**src/rtl/uart_pkg.sv**
```systemverilog
// rtl/uart_pkg.sv - shared state encoding and constants for the UART frame controller
package uart_pkg;

    typedef enum logic [2:0] {
        S_SYNC,
        S_LEN,
        S_PAY,
        S_CHK,
        S_DRAIN
    } state_t;

    localparam logic [7:0] UART_SYNC_DEFAULT = 8'hA5;

    function automatic logic len_in_range(input logic [7:0] len, input int max_len);
        return (len != 8'd0) && (int'(len) <= max_len);
    endfunction

endpackage

```
**src/rtl/uart_frame_buf.sv**
```systemverilog
// rtl/uart_frame_buf.sv - payload register file, one sync write port, one async read port
module uart_frame_buf #(
    parameter int DEPTH = 16,
    localparam int AW = $clog2(DEPTH)
) (
    input  logic          clk,
    input  logic          wr_en,
    input  logic [AW-1:0] wr_addr,
    input  logic [7:0]    wr_data,
    input  logic [AW-1:0] rd_addr,
    output logic [7:0]    rd_data
);

    // No reset: contents are only ever read after a full frame has been written.
    logic [7:0] mem [DEPTH];

    always_ff @(posedge clk) begin
        if (wr_en) begin
            mem[wr_addr] <= wr_data;
        end
    end

    assign rd_data = mem[rd_addr];

endmodule

```
**src/rtl/uart_rx_frame_ctrl.sv**
```systemverilog
// rtl/uart_rx_frame_ctrl.sv - parses SYNC/LEN/payload/CHK frames and drains validated payload
module uart_rx_frame_ctrl
    import uart_pkg::*;
#(
    parameter int         MAX_LEN       = 16,
    parameter logic [7:0] SYNC_BYTE     = UART_SYNC_DEFAULT,
    parameter int         TIMEOUT_TICKS = 30
) (
    input  logic       clk,
    input  logic       reset,
    input  logic       tick,
    input  logic [7:0] rx_data,
    input  logic       rx_done,
    output logic [7:0] m_data,
    output logic       m_valid,
    input  logic       m_ready,
    output logic       m_last,
    output logic       frame_ok,
    output logic       err_chk,
    output logic       err_len,
    output logic       err_tmo,
    output logic [7:0] drop_cnt,
    output logic       busy
);

    localparam int IW = $clog2(MAX_LEN);
    localparam int TW = $clog2(TIMEOUT_TICKS + 1);
    localparam logic [TW-1:0] TMO_LAST = TW'(TIMEOUT_TICKS - 1);

    state_t          state;
    logic [7:0]      len;
    logic [7:0]      sum;
    logic [IW-1:0]   idx;
    logic [IW-1:0]   rd;
    logic [TW-1:0]   tmo_cnt;
    logic [7:0]      rd_data;
    logic [7:0]      len_m1;
    logic            idx_last;
    logic            rd_last;
    logic            tmo_armed;
    logic            tmo_fire;
    logic            handshake;

    assign len_m1    = len - 8'd1;
    assign idx_last  = (8'(idx) == len_m1);
    assign rd_last   = (8'(rd) == len_m1);
    assign tmo_armed = (state == S_LEN) || (state == S_PAY) || (state == S_CHK);
    // A byte arriving on the expiry tick wins over the timeout.
    assign tmo_fire  = tmo_armed && tick && !rx_done && (tmo_cnt == TMO_LAST);
    assign handshake = m_valid && m_ready;

    assign m_data = m_valid ? rd_data : 8'h00;
    assign m_last = m_valid && rd_last;
    assign busy   = (state != S_SYNC);

    uart_frame_buf #(
        .DEPTH (MAX_LEN)
    ) u_buf (
        .clk     (clk),
        .wr_en   ((state == S_PAY) && rx_done),
        .wr_addr (idx),
        .wr_data (rx_data),
        .rd_addr (rd),
        .rd_data (rd_data)
    );

    always_ff @(posedge clk) begin
        if (reset) begin
            state    <= S_SYNC;
            len      <= 8'd0;
            sum      <= 8'd0;
            idx      <= '0;
            rd       <= '0;
            tmo_cnt  <= '0;
            m_valid  <= 1'b0;
            frame_ok <= 1'b0;
            err_chk  <= 1'b0;
            err_len  <= 1'b0;
            err_tmo  <= 1'b0;
            drop_cnt <= 8'd0;
        end else begin
            frame_ok <= 1'b0;
            err_chk  <= 1'b0;
            err_len  <= 1'b0;
            err_tmo  <= 1'b0;

            // Every entry into a timed state happens on rx_done, which already clears the count.
            if (rx_done || !tmo_armed) begin
                tmo_cnt <= '0;
            end else if (tick) begin
                tmo_cnt <= tmo_cnt + 1'b1;
            end

            case (state)
                S_SYNC: begin
                    if (rx_done && rx_data == SYNC_BYTE) begin
                        state <= S_LEN;
                    end
                end
                S_LEN: begin
                    if (rx_done) begin
                        len <= rx_data;
                        sum <= rx_data;
                        idx <= '0;
                        if (len_in_range(rx_data, MAX_LEN)) begin
                            state <= S_PAY;
                        end else begin
                            err_len <= 1'b1;
                            state   <= S_SYNC;
                        end
                    end
                end
                S_PAY: begin
                    if (rx_done) begin
                        sum <= sum + rx_data;
                        if (idx_last) begin
                            state <= S_CHK;
                        end else begin
                            idx <= idx + 1'b1;
                        end
                    end
                end
                S_CHK: begin
                    if (rx_done) begin
                        if (8'(sum + rx_data) == 8'h00) begin
                            frame_ok <= 1'b1;
                            m_valid  <= 1'b1;
                            rd       <= '0;
                            state    <= S_DRAIN;
                        end else begin
                            err_chk <= 1'b1;
                            state   <= S_SYNC;
                        end
                    end
                end
                S_DRAIN: begin
                    if (rx_done && drop_cnt != 8'hFF) begin
                        drop_cnt <= drop_cnt + 8'd1;
                    end
                    if (handshake) begin
                        if (rd_last) begin
                            m_valid <= 1'b0;
                            state   <= S_SYNC;
                        end else begin
                            rd <= rd + 1'b1;
                        end
                    end
                end
                default: state <= S_SYNC;
            endcase

            if (tmo_fire) begin
                err_tmo <= 1'b1;
                state   <= S_SYNC;
            end
        end
    end

endmodule

```
**config.mk**
```make
export PLATFORM = sky130hd
export DESIGN_NAME = uart_rx_frame_ctrl
export DESIGN_NICKNAME = d
export VERILOG_FILES = /design/src/rtl/uart_pkg.sv /design/src/rtl/uart_frame_buf.sv /design/src/rtl/uart_rx_frame_ctrl.sv
export SDC_FILE = /design/constraint.sdc
export NUM_CORES = 1
export LEC_CHECK = 0
export ABC_AREA = 1
export BUFFER_PORTS_ARGS = -buffer_cell sky130_fd_sc_hd__buf_2
export CORE_MARGIN = 5
export CORE_UTILIZATION = 55
export CTS_CLUSTER_DIAMETER = 150
export DETAILED_ROUTE_END_ITERATION = 6
export GPL_ROUTABILITY_DRIVEN = 0
export HOLD_SLACK_MARGIN = 0.1
export PLACE_DENSITY = 0.72
export SETUP_SLACK_MARGIN = 0.2
export SYNTH_ARGS = -nofsm -noshare
export SYNTH_HDL_FRONTEND = slang
export SYNTH_SLANG_ARGS = --single-unit
```
**constraint.sdc**
```tcl
create_clock -name clk -period 2 [get_ports clk]
set_input_delay 0.2 -clock clk [delete_from_list [all_inputs] [get_ports clk]]
set_output_delay 0.2 -clock clk [all_outputs]
set_load 0.02 [all_outputs]
```
* Yosys cells after proc, flatten, opt, wreduce, memory -nomap -nowiden
Memory sizes are Yosys's and may differ from the RTL's. A register that Yosys moved wholly into a read port is not among the register bits.
Index checks and enable logic that the tools add are counted.
** Storage, ports and cells
- Memories kept :: 1
- Register bits after elaboration :: 45
- Word-level logic and storage cells :: 109
- Input port bits :: 13
- Output and inout bits :: 23
- Bits in writable memories :: 128
** Operators by class
- Multiplexer cells :: 36
- Add/subtract/negate cells :: 6
- $lt $le $gt $ge :: 1
- Equality and inequality tests :: 19
- Reduce and logical (&&, ||, !) cells :: 31
- Bitwise gates (word level) :: 3
** Memory list
- u_buf.mem :: depth 16, bits a word 8, rd ports 1, clocked after Yosys merged registers in 1, wr ports 1, RTL line uart_frame_buf.sv:15 : logic [7:0] mem [DEPTH];
** Operators by type and width (number)
- $mux 4 :: 9
- $mux 3 :: 8
- $mux 8 :: 3
- $ne 2x2->1 const B :: 9
- $eq 4x8->1 :: 2
- $pmux 4 s2 :: 2
- $pmux 8 s2 :: 1
- $pmux 3 s5 :: 1
- $mux 1 :: 10
- $reduce_and 5->1 :: 2
- $logic_and 1x1->1 :: 9
- $add 4x1->4 const B :: 2
- $add 8x1->8 const B :: 1
- $add 8x8->8 :: 1
- $eq 8x8->1 const B :: 1
- $le 8x5->1 const B :: 1
- $logic_not 8->1 :: 1
- $ne 8x8->1 const B :: 1
- $reduce_bool 8->1 :: 1
- $sub 8x1->8 const B :: 1
- $reduce_and 7->1 :: 1
- $eq 3x2->1 const B :: 2
- $reduce_or 3->1 :: 2
- $add 5x1->5 const B :: 1
- 16 further kinds :: 24

* Logic depth before layout (Yosys ltp)
- Depth after elaboration :: 7
- Gate-level depth with buffers :: 17

* By module
From an unflattened synthesis, not the netlist that was laid out.
** Unflattened totals
- Cells, all modules :: 988
- Area, all modules :: 8531.9 um^2
** By module, submodules not included
- uart_frame_buf :: instances 1, area each 5606.6 um^2, sequential area each 3843.7 um^2, cells an instance 543
- uart_rx_frame_ctrl :: instances 1, area each 2925.3 um^2, sequential area each 900.9 um^2, cells an instance 445

* Worst setup path before layout
No wires, ideal clock.
- Kind :: reg2reg
- Start point :: reg sum[0]
- End point :: reg (tool-made name)
- Arrival :: 1.863 ns
- Cell stages (with the launch flop) :: 16
- Setup time :: 0.116 ns
- Slack :: 0.021 ns
- Path through :: dfxtp_1 -> ha_1 -> inv_1 -> fa_1 -> inv_1 -> nand2_1 -> nand2_1 -> nand3_1 -> nand2_2 -> nand3_2 -> nor2_2 -> nand3_2 -> nand2_4 -> nand2_4 -> nor2_1 -> nor2_1
** RTL lines
- from (decl) :: RTL line uart_rx_frame_ctrl.sv:32 : logic [7:0] sum;
- from (signal assigned) :: RTL line uart_rx_frame_ctrl.sv:103 : sum <= rx_data;
- from (signal assigned) :: RTL line uart_rx_frame_ctrl.sv:115 : sum <= sum + rx_data;

==> summary.md <==
| Metric | Value |
|---|---|
| CORE AREA | 0.0144 sq mm |
| Worst slew pin tran | 0.575 ns |
| Initial antenna violation count | 0 |
| Finished Core Util | 67.8% |
| Clk pin slew, worst setup/hold paths | 0.06 ns |
| Syn_area_per_cell | 10.0 sq um |
| R2r setup slk | -0.12 ns |
| Worst r2r src | sum[0] |
| Required @ worst endpoint | 1.80 ns |
| Ys Warns | 0 |
| Largest net degree at the start of global routing | 29 |
| Syn Nets | 829 |
| Buffers on Ports | 35 |
| Vias in the first global route | 6313 |
| # Max-Cap Violations | 0 |
| FF-to-FF End | rd[3] |
| Antenna Cells | 0 |
| CP endpoint kind | primary output |
| Fin. Hold Viols | 0 |
| Worst path cell trace | clkinv_8 -> buf_12 -> buf_16 -> nor2_1 -> o221ai_2 -> o211ai_1 -> a21oi_1 -> buf_4 |
| # rows | 44 |
| Initial Util | 55.5% |
| Data arrival, critical path | 2.00 ns |
| Max Buffers Root-to-Sink | 2 |
| Worst VDD drop | 832 uV |
| Setup TNS | -2.07 ns |
| Via density | 5.90 |
| Slew headroom | 61.7% |
| Skew final | 0.00863 ns |
| Hold Path Depth | 2 |
| Lkg Pwr | 3.69 nW |
| Die Width | 131 microns |
| Routed wire length | 20600 microns |
| Cell class contributing the biggest share of worst-path delay | buffers and inverters |
| Total power | 9.36 mW |
| Worst hold-check path type | input pin to register |
| Highest clock rate | 455 MHz |
| Root buf cell | clkbuf_16 |
| Crit path largest cell delay | 0.44 ns |
| Post-synth cell types | 43 |
| Register-to-Register Path Depth | 13 |
| DRC violations left | 0 |
| CP Launch Type | register |
| Dpl cell area | 0.00864 sq mm |
| CP max stage cell | dfxtp_4 |
| Min Tclk post-route | 2.20 ns |
| Clock latency on the worst-skew pair | 0.44 ns |
| Sink Count | 177 |
| Die ar. | 0.0171 sq mm |
| Final worst-path cycle share | 110% |
| Setup WS pre-CTS | -0.136 ns |
| Slew Viols, Final | 0 |
| DR vias | 6386 |
| CTS H-Tree Depth | 4 |
| Post-Layout Inst Area | 0.00978 sq mm |
| GR Util All Layers | 25.1% |
| First-pass GRT wire length | 32500 microns |
| GRT overflow | 0 |
| First-pass iteration count of the detailed router | 6 |
| Layout area overhead | 22.1% |
| Post-DR wirelength/cell | 19.1 microns |
| Failing checks | setup timing |
| RSZ-0062 raised after global routing | true |
| Mapped Cells | 799 |
| CP Buf/Inv Count | 4 |
| I/O pin count | 36 |
| Final ANT Viol Nets | 0 |
| Seq/Total Area, Yosys | 60.2% |
| Post-Syn Area | 0.00801 sq mm |
| CTS buffer count | 17 |
| Final net count | 916 |
| Hold path startpoint | rx_data[1] |
| WHS Endpoint | u_buf.mem[0][1] |
| Die height | 131 microns |
| DR iter-0 viols | 642 |
| Seq cells post-synth | 177 |
| Layout cell share with drive strength beyond 1 | 25.6% |
| CTS tree | yes |
| Final WS setup | -0.196 ns |
| Final setup violation count | 20 |
| Final HPWL from detailed placement | 13100 microns |
| Setup Crit Path Kind | register to primary output |
| Outcome | finished with violations |
| Pwr Density | 958 mW/mm^2 |
| CP max FO | 12 |
==> power breakdown <==
group | total, mW | leakage, nW | switching [mW] | internal [mW]
Clock | 3.09 | 0.246 | 1.40 | 1.70
Combinational | 2.10 | 1.89 | 1.37 | 0.731
Sequential | 4.17 | 1.55 | 0.111 | 4.06
==> cells in the mapped netlist, drive strengths merged <==
cell     count  share of area [%]
o211ai      10               0.94
nor3         9               0.69
and3         1              0.078
a31oi        3               0.23
fa           1               0.25
o221ai      24                2.6
o21bai       1              0.094
nand3b       1              0.094
nand2      117                5.9
clkbuf      16               0.75
clkinv       2              0.094
o31ai        1              0.094
nand4        8               0.70
a2bb2oi      1               0.11
or2          1               0.11
inv         74                3.5
xor2         5               0.55
o22ai       14                1.1
dfxtp       49                 12
xnor2        3               0.33
nand3       49                3.5
buf         12               0.95
a21oi       31                1.9
ha          16                2.5
o21ai       83                5.2
a211oi       2               0.19
mux2i        1               0.12
o21a         3               0.28
edfxtp     128                 48
nor2       133                6.9
==> routing by layer <==
layer / global-route usage, % / wire [microns] / up-vias
met3: 4.59 / 1370 / 38
li1: - / - / 2984
met1: 33.0 / 8570 / 3089
met4: 9.26 / 482 / 0
met2: 41.8 / 10200 / 275
met5: 0 / 0 / -
==> sequential cells by signal (all words and copies together), names as in the netlist, 3 cells and up, named ones only <==
name / cells
idx: 4
rd: 4
state: 3
len: 8
tmo_cnt: 5
sum: 8
u_buf.mem: 128
drop_cnt: 8
==> stage by stage <==
| stage | hold slack, ns | instances |
|---|---|---|
| 2_1_floorplan | 0.299 | 799 |
| 3_3_place_gp | 0.462 | 1034 |
| 3_5_place_dp | 0.465 | 1034 |
| 4_1_cts | 0.132 | 1079 |
| 5_1_grt | 0.143 | 1082 |
| 6_report | 0.156 | 1082 |
==> repair_timing <==
item,4_1_cts,5_1_grt
hold endpoints to repair,3,0
buffers inserted,10,3
setup endpoints to repair,22,30
gates cloned,2,0
pin swaps,24,25
hold buffers,2,0
resized for setup,78,56
==> how the worst max path moves through the flow <==
stage,endpoint,start,slack [ns],depth (start not counted)
final,m_data[5],register,-0.20,8
after global routing,m_last,len[1],-0.26,11
after CTS,m_data[3],register,-0.17,6
after detailed placement,register,rx_data[0],-0.14,16
after global placement,register,rx_data[0],-0.1,13
after floorplan,register,sum[0],0.12,12
==> final cells by class <==
class	instances	area (sq um)
repair buffers	96	808
fillers	1060	4650
clock inverters	14	118
clock buffers	17	425
flip-flops and latches	177	4830
well taps	184	230
multi-input cells	518	3060
inverters	76	300
==> kinds of logic (layout without fill, tap and decap cells) <==
family	count (synthesis)	in the layout	share of synthesized area (%)
AND/OR/NAND/NOR	319	319	17.9
AO/OA/AOI/OAI	173	173	12.8
XOR/XNOR	8	8	0.875
buffers and inverters	104	203	5.26
multiplexers	1	1	0.125
flip-flops	177	177	60.2
adder cells (fa/ha/maj)	17	17	2.75
==> cells in the final DEF (no fill, tap or decap), drive strengths merged, types with 14 or more instances in the layout <==
master and count:
nor2 133, edfxtp 128, nand2 117, buf 94, o21ai 83, inv 76, dfxtp 49, nand3 49
a21oi 31, o221ai 24, clkbuf 17, ha 16, o22ai 14
==> worst reg2reg max path, cell delays in order (launching register included) <==
cell and delay [ns]:
dfxtp_2 0.35, ha_4 0.14, inv_2 0.04, fa_2 0.53, nand2_2 0.06, nor2_2 0.10, nand3_2 0.10, nor2_4 0.14
nand3_4 0.11, nand2_4 0.15, buf_6 0.11, nand3_2 0.06, nand2_2 0.08, nor2_1 0.06
Note: power is estimated with default switching activity, not from simulation.
